### src/rtl/pcs_hdr_err_inject_if.sv
`default_nettype none
// ============================================================================
// pcs_hdr_err_inject_if : SERDES block/sync-header bundle between PCS TX and RX
// Rev 1.0
// ============================================================================
interface pcs_hdr_err_inject_if #(
  parameter int DATA_WIDTH = 64,
  parameter int HDR_WIDTH  = 2
);
  logic [DATA_WIDTH-1:0] serdes_tx_data;
  logic [HDR_WIDTH-1:0]  serdes_tx_hdr;
  logic [DATA_WIDTH-1:0] serdes_rx_data;
  logic [HDR_WIDTH-1:0]  serdes_rx_hdr;

  // master = block source / sink on the PCS side, slave = the injector
  modport master (
    output serdes_tx_data, serdes_tx_hdr,
    input  serdes_rx_data, serdes_rx_hdr
  );
  modport slave (
    input  serdes_tx_data, serdes_tx_hdr,
    output serdes_rx_data, serdes_rx_hdr
  );
endinterface
`default_nettype wire

### src/rtl/pcs_hdr_err_inject.sv
`default_nettype none
// ============================================================================
// pcs_hdr_err_inject : 1-cycle SERDES loopback that corrupts sync headers
// Rev 1.0
// ============================================================================
module pcs_hdr_err_inject #(
  parameter int DATA_WIDTH = 64,
  parameter int HDR_WIDTH  = 2
) (
  input  logic                 rx_clk,
  input  logic                 rx_rst,
  pcs_hdr_err_inject_if.slave  serdes,
  input  logic                 cfg_enable,
  input  logic [1:0]           cfg_mode,
  input  logic [15:0]          cfg_period,
  input  logic [7:0]           cfg_burst_len,
  input  logic [HDR_WIDTH-1:0] cfg_hdr_pattern,
  input  logic                 inject_trigger,
  output logic                 inject_active,
  output logic [15:0]          inject_count
);

  typedef enum logic [1:0] {
    ST_IDLE  = 2'd0,
    ST_COUNT = 2'd1,
    ST_BURST = 2'd2
  } state_t;

  localparam logic [1:0] MODE_OFF      = 2'd0;
  localparam logic [1:0] MODE_PERIODIC = 2'd1;
  localparam logic [1:0] MODE_BURST    = 2'd2;
  localparam logic [1:0] MODE_SINGLE   = 2'd3;

  state_t                state_q, state_d;
  logic [15:0]           cnt_q, cnt_d;
  logic [7:0]            rem_q, rem_d;
  logic [1:0]            mode_q, mode_d;
  logic                  trig_q, trig_d;
  logic [DATA_WIDTH-1:0] rx_data_q, rx_data_d;
  logic [HDR_WIDTH-1:0]  rx_hdr_q, rx_hdr_d;
  logic                  active_q, active_d;
  logic [15:0]           count_q, count_d;

  logic                  run_en;
  logic                  wrap;
  logic                  trig_edge;
  logic                  corrupt;
  logic [15:0]           period_m1;
  logic [7:0]            burst_m1;

  always_comb begin
    state_d   = state_q;
    cnt_d     = cnt_q;
    rem_d     = rem_q;
    corrupt   = 1'b0;
    mode_d    = cfg_mode;
    trig_d    = inject_trigger;

    // A mode change costs one idle cycle so the new mode starts from count 0
    run_en    = cfg_enable && (cfg_mode != MODE_OFF) && (cfg_mode == mode_q);
    period_m1 = cfg_period - 16'd1;
    wrap      = (cfg_period != 16'd0) && (cnt_q >= period_m1);
    trig_edge = inject_trigger && !trig_q;
    burst_m1  = (cfg_burst_len == 8'd0) ? 8'd0 : (cfg_burst_len - 8'd1);

    if (!run_en) begin
      state_d = ST_IDLE;
      cnt_d   = 16'd0;
      rem_d   = 8'd0;
    end else begin
      case (cfg_mode)
        MODE_PERIODIC, MODE_BURST: begin
          if (cfg_period == 16'd0) begin
            state_d = ST_IDLE;
            cnt_d   = 16'd0;
            rem_d   = 8'd0;
          end else begin
            cnt_d = wrap ? 16'd0 : (cnt_q + 16'd1);
            // The wrap block is the first corrupted block; rem counts the rest
            if (wrap) begin
              corrupt = 1'b1;
              if ((cfg_mode == MODE_BURST) && (burst_m1 != 8'd0)) begin
                state_d = ST_BURST;
                rem_d   = burst_m1;
              end else begin
                state_d = ST_COUNT;
                rem_d   = 8'd0;
              end
            end else if (state_q == ST_BURST) begin
              corrupt = 1'b1;
              rem_d   = rem_q - 8'd1;
              state_d = (rem_q == 8'd1) ? ST_COUNT : ST_BURST;
            end else begin
              state_d = ST_COUNT;
            end
          end
        end
        MODE_SINGLE: begin
          cnt_d = 16'd0;
          if (state_q == ST_BURST) begin
            corrupt = 1'b1;
            rem_d   = rem_q - 8'd1;
            state_d = (rem_q == 8'd1) ? ST_IDLE : ST_BURST;
          end else if (trig_edge) begin
            corrupt = 1'b1;
            rem_d   = burst_m1;
            state_d = (burst_m1 == 8'd0) ? ST_IDLE : ST_BURST;
          end else begin
            state_d = ST_IDLE;
          end
        end
        default: begin
          state_d = ST_IDLE;
          cnt_d   = 16'd0;
          rem_d   = 8'd0;
        end
      endcase
    end

    rx_data_d = serdes.serdes_tx_data;
    rx_hdr_d  = corrupt ? cfg_hdr_pattern : serdes.serdes_tx_hdr;
    active_d  = corrupt;
    count_d   = (corrupt && (count_q != 16'hFFFF)) ? (count_q + 16'd1) : count_q;
  end

  always_ff @(posedge rx_clk) begin
    if (rx_rst) begin
      state_q   <= ST_IDLE;
      cnt_q     <= 16'd0;
      rem_q     <= 8'd0;
      mode_q    <= MODE_OFF;
      trig_q    <= 1'b0;
      rx_data_q <= '0;
      rx_hdr_q  <= '0;
      active_q  <= 1'b0;
      count_q   <= 16'd0;
    end else begin
      state_q   <= state_d;
      cnt_q     <= cnt_d;
      rem_q     <= rem_d;
      mode_q    <= mode_d;
      trig_q    <= trig_d;
      rx_data_q <= rx_data_d;
      rx_hdr_q  <= rx_hdr_d;
      active_q  <= active_d;
      count_q   <= count_d;
    end
  end

  assign serdes.serdes_rx_data = rx_data_q;
  assign serdes.serdes_rx_hdr  = rx_hdr_q;
  assign inject_active         = active_q;
  assign inject_count          = count_q;

endmodule
`default_nettype wire

### src/flat_wrapper.sv
// flat-port wrapper written by rule: the top's interface ports become plain ports
module pcs_hdr_err_inject_flat 
#(
  parameter int DATA_WIDTH = 64,
  parameter int HDR_WIDTH  = 2
)
  (rx_clk, rx_rst, cfg_enable, cfg_mode, cfg_period, cfg_burst_len, cfg_hdr_pattern, inject_trigger, inject_active, inject_count, serdes_serdes_tx_data, serdes_serdes_tx_hdr, serdes_serdes_rx_data, serdes_serdes_rx_hdr);
  pcs_hdr_err_inject_if #(.DATA_WIDTH(DATA_WIDTH), .HDR_WIDTH(HDR_WIDTH)) serdes_i ();
  input  logic rx_clk;
  input  logic rx_rst;
  input  logic cfg_enable;
  input  logic [1:0] cfg_mode;
  input  logic [15:0] cfg_period;
  input  logic [7:0] cfg_burst_len;
  input  logic [HDR_WIDTH-1:0] cfg_hdr_pattern;
  input  logic inject_trigger;
  output logic inject_active;
  output logic [15:0] inject_count;
  input wire logic [$bits(serdes_i.serdes_tx_data)-1:0] serdes_serdes_tx_data;
  input wire logic [$bits(serdes_i.serdes_tx_hdr)-1:0] serdes_serdes_tx_hdr;
  output wire logic [$bits(serdes_i.serdes_rx_data)-1:0] serdes_serdes_rx_data;
  output wire logic [$bits(serdes_i.serdes_rx_hdr)-1:0] serdes_serdes_rx_hdr;
  assign serdes_i.serdes_tx_data = serdes_serdes_tx_data;
  assign serdes_i.serdes_tx_hdr = serdes_serdes_tx_hdr;
  assign serdes_serdes_rx_data = serdes_i.serdes_rx_data;
  assign serdes_serdes_rx_hdr = serdes_i.serdes_rx_hdr;
  pcs_hdr_err_inject #(.DATA_WIDTH(DATA_WIDTH), .HDR_WIDTH(HDR_WIDTH)) u_core (.rx_clk(rx_clk), .rx_rst(rx_rst), .serdes(serdes_i), .cfg_enable(cfg_enable), .cfg_mode(cfg_mode), .cfg_period(cfg_period), .cfg_burst_len(cfg_burst_len), .cfg_hdr_pattern(cfg_hdr_pattern), .inject_trigger(inject_trigger), .inject_active(inject_active), .inject_count(inject_count));
endmodule
### config.mk
export PLATFORM = sky130hd
export DESIGN_NAME = pcs_hdr_err_inject_flat
export DESIGN_NICKNAME = d
export VERILOG_FILES = /design/src/rtl/pcs_hdr_err_inject_if.sv /design/src/rtl/pcs_hdr_err_inject.sv /design/src/flat_wrapper.sv
export SDC_FILE = /design/constraint.sdc
export NUM_CORES = 1
export LEC_CHECK = 0
export CORE_MARGIN = 1
export CORE_UTILIZATION = 57
export CTS_BUF_LIST = sky130_fd_sc_hd__clkbuf_16
export CTS_CLUSTER_DIAMETER = 60
export DETAILED_ROUTE_END_ITERATION = 16
export DONT_BUFFER_PORTS = 1
export GPL_TIMING_DRIVEN = 0
export PLACE_DENSITY = 0.82
export SETUP_SLACK_MARGIN = 0.05
export SLEW_MARGIN = 20
export SYNTH_ARGS = -nofsm -noshare
export SYNTH_HDL_FRONTEND = slang
export SYNTH_SLANG_ARGS = --single-unit
### constraint.sdc
create_clock -name rx_clk -period 3.8 [get_ports rx_clk]
set_input_delay 0.57 -clock rx_clk [delete_from_list [all_inputs] [get_ports rx_clk]]
set_output_delay 0.57 -clock rx_clk [all_outputs]
set_load 0.005 [all_outputs]
==> reports/metrics.json <==
{
  "placement": {
    "place_ws_ns": -0.359,
    "place.port_buffers": 0,
    "dpl.hpwl_um": 7720,
    "place_congestion": 0.848
  },
  "global_route": {
    "grt_start_max_net_pins": 23,
    "grt_util_met2_pct": 40.5,
    "met3_usage_pct": 7.04,
    "globalRouteMet1Util_pct": 22.8,
    "first_pass_grt_wire_length_um": 15100,
    "grt_antenna_before_repair": 0,
    "grt_overflow_total": 0,
    "grt_most_used_layer": "met2",
    "first_global_vias": 3408,
    "overall_fraction_of_global_route_tracks_in_use_pct": 21.9
  },
  "sta": {
    "worst-slew-pin-transition_ns": 0.591,
    "grt_setup_unrepaired": "no",
    "timing.final.crit_share_pct": 92.3,
    "fin_crit_ns": 3.51,
    "setup_viol": 0,
    "postLayoutSetupSlackWorst_ns": 0.293,
    "hold_viol_final": 0,
    "final.setup.tns_ns": 0,
    "hold_slack_ns": 0.344,
    "maxClockFrequency_mhz": 285,
    "timing_max_transition_violations_final": 0,
    "fin_skew_ns": 0.00802,
    "slew-limit-headroom_pct": 60.3
  },
  "setup_path": {
    "cp_max_fo": 7,
    "crit_type": "primary input to flip-flop",
    "critPathMaxStageDelay_ns": 0.53,
    "critPathRequiredTime_ns": 4.09,
    "worst_path_buffer_plus_inverter_count": 1,
    "critPathSlowestCell": "or4_4",
    "critical_path.cell_chain": "or4_4 > or3_4 > nor2_1 > xnor2_1 > ha_1 > nand4_1 > nor3_1 > nor4_1 > and3_1 > buf_2 > a21oi_4 > nor3_2 > o21bai_1 > a21o_1",
    "crit_path_end_kind": "flip-flop",
    "worst-endpoint-arrival_ns": 3.80,
    "worstSetupStartpointType": "primary input",
    "timing.critical_path.max_delay_family": "simple AND/OR/NAND/NOR gates"
  },
  "drt": {
    "post_drt_via_cell_ratio": 5.69,
    "finalWirelength_um": 9890,
    "drtIter0Drc": 80,
    "wl_per_cell_um": 15.5,
    "drc": 0,
    "detailedRoute.firstPassIterationCount": 4,
    "vias": 3643,
    "final_antenna_net_count": 0
  },
  "power_and_ir_drop": {
    "worst_ir_drop_vdd_mv": 0.263,
    "powerDensity_mw_per_mm2": 444,
    "static-leakage-power_nw": 2.07
  },
  "cts": {
    "cts_made_buffers": 9,
    "h-tree-depth": 3,
    "clk_latency_ns": 0.34,
    "ctsLongestPathBuffers": 2,
    "tritoncts_clock_tree": "yes",
    "post_cts_buffers": 0,
    "clk_pin_slew_ns": 0.08,
    "clock_tree.root_cell": "clkbuf_16",
    "cts_sinks": 112,
    "hold_fix_buffers_cts": 0
  },
  "floorplanning": {
    "die_area_mm2": 0.00883,
    "io-pin-count": 181,
    "core_mm2": 0.00822,
    "core.rowCount": 33,
    "floorplan.die.height_um": 94.0,
    "start_util_pct": 58.7,
    "die_w_um": 94.0
  },
  "yosys": {
    "synthesis.yosys.warnings": 0,
    "ys_types": 46,
    "yosysSeqAreaShare_pct": 46.5,
    "postSynthAreaPerCell_um2": 9.29,
    "ffs_w_async_s_r_synth_pct": 0,
    "post_synth_inst_count": 519,
    "synth_area_mm2": 0.00482,
    "synth.ff_latch_count": 112,
    "synthesis.nets": 643,
    "number_of_enable_flip_flop_cells_after_synthesis": 0,
    "synth_top_flop_cell": "dfxtp_1"
  },
  "cells_and_area": {
    "final.fill_count": 669,
    "layout_commonest_cell": "dfxtp_1",
    "flow.area_growth_from_synthesis_pct": 10.3,
    "fraction_of_final_layout_cells_with_drive_strength_greater_than_1_pct": 6.36,
    "antenna-diode-count": 0,
    "layout_common_cells": "dfxtp_1, nor2b_1, nor2_1",
    "design.final.nets": 654
  },
  "hold_path": {
    "hold_class": "primary input to flip-flop"
  },
  "status": {
    "status": "completed"
  },
  "run": {
    "max-cap-violations": 0
  }
}
[registers in the layout, indices dropped and copies added (netlist names)]
signal,flops
u_core.state_q,2
u_core.mode_q,2
u_core.serdes.serdes_rx_data,64
u_core.trig_q,1
u_core.serdes.serdes_rx_hdr,2
u_core.rem_q,8
u_core.inject_active,1
u_core.cnt_q,16
u_core.inject_count,16
[metrics by stage]
stage,instances,instance area [µm²],power (mW),utilization [%]
after global placement,624,4950,1.38,60.3
after floorplan,519,4820,1.36,-
after CTS,640,5290,2.38,64.4
after global routing,640,5320,2.45,64.7
after detailed placement,624,4950,1.39,60.3
final,640,5320,2.36,64.7
[synthesized netlist by cell type (4+ instances only)]
master | n | area (µm²)
inv_1 | 17 | 63.8
o21ai_0 | 5 | 25.0
o22ai_1 | 4 | 25.0
nand2_1 | 37 | 139
mux2i_1 | 5 | 50.1
a31oi_1 | 5 | 31.3
nor3_1 | 13 | 65.1
nor4_1 | 7 | 43.8
ha_1 | 26 | 325
nand3_1 | 23 | 115
dfxtp_1 | 112 | 2240
xor2_1 | 23 | 201
and3_1 | 7 | 43.8
a2bb2oi_1 | 4 | 35.0
nor2b_1 | 69 | 432
a21oi_1 | 9 | 45.0
nor2_1 | 66 | 248
xnor2_1 | 29 | 254
clkbuf_1 | 10 | 37.5
nand4_1 | 8 | 50.1
[cells by family (layout without fill, tap and decap cells)]
kind of cell               after synthesis  after routing  share of synthesized area, %
and+or+nand+nor                        241            241                          25.5
xor gates and xnor gates                52             52                          9.45
muxes                                    5              5                          1.04
DFF                                    112            112                          46.5
adders and majority gates               26             26                          6.75
AOI/OAI and AO/OA                       52             52                          7.94
buffers and inverters                   31             47                          2.78
[path summary, 6_finish.rpt]
path	slack (ns)	startpoint	cells past startpoint	endpoint
worst min-delay path	0.34	cfg_burst_len[0]	1	u_core.rem_q[0]
worst max register to register	1.13	u_core.cnt_q[13]	10	u_core.rem_q[5]
worst max-delay path	0.29	cfg_period[9]	14	u_core.rem_q[5]
worst min register to register	0.48	u_core.rem_q[5]	1	u_core.rem_q[5]
[power breakdown]
part | leakage, nW | total (mW) | switching, mW | internal (mW)
Combinational | 0.986 | 0.128 | 0.0677 | 0.0600
Sequential | 0.921 | 1.23 | 0.0209 | 1.21
Clock | 0.162 | 1.00 | 0.461 | 0.539
Total | 2.07 | 2.36 | 0.550 | 1.81
[final cells by class]
cell class | instances | area, µm² | share of cell area, %
multi-input cells | 376 | 2480 | 46.6
flip-flops and latches | 112 | 2240 | 42.2
clock buffers | 9 | 225 | 4.24
well taps | 105 | 131 | 2.47
clock inverters | 7 | 105 | 1.98
plain buffers | 14 | 70.1 | 1.32
inverters | 17 | 63.8 | 1.20
[timing repair]
item	in CTS	in global routing
setup endpoints to repair	2	19
resized for setup	1	6
endpoints found under the hold margin	0	0
[metal layers]
| layer | share of wire, % | up-vias |
|---|---|---|
| li1 | - | 1770 |
| met1 | 39 | 1690 |
| met2 | 52 | 161 |
| met3 | 6.6 | 22 |
| met4 | 2.1 | 0 |
| met5 | 0 | - |
(Power assumes the default switching activity.)
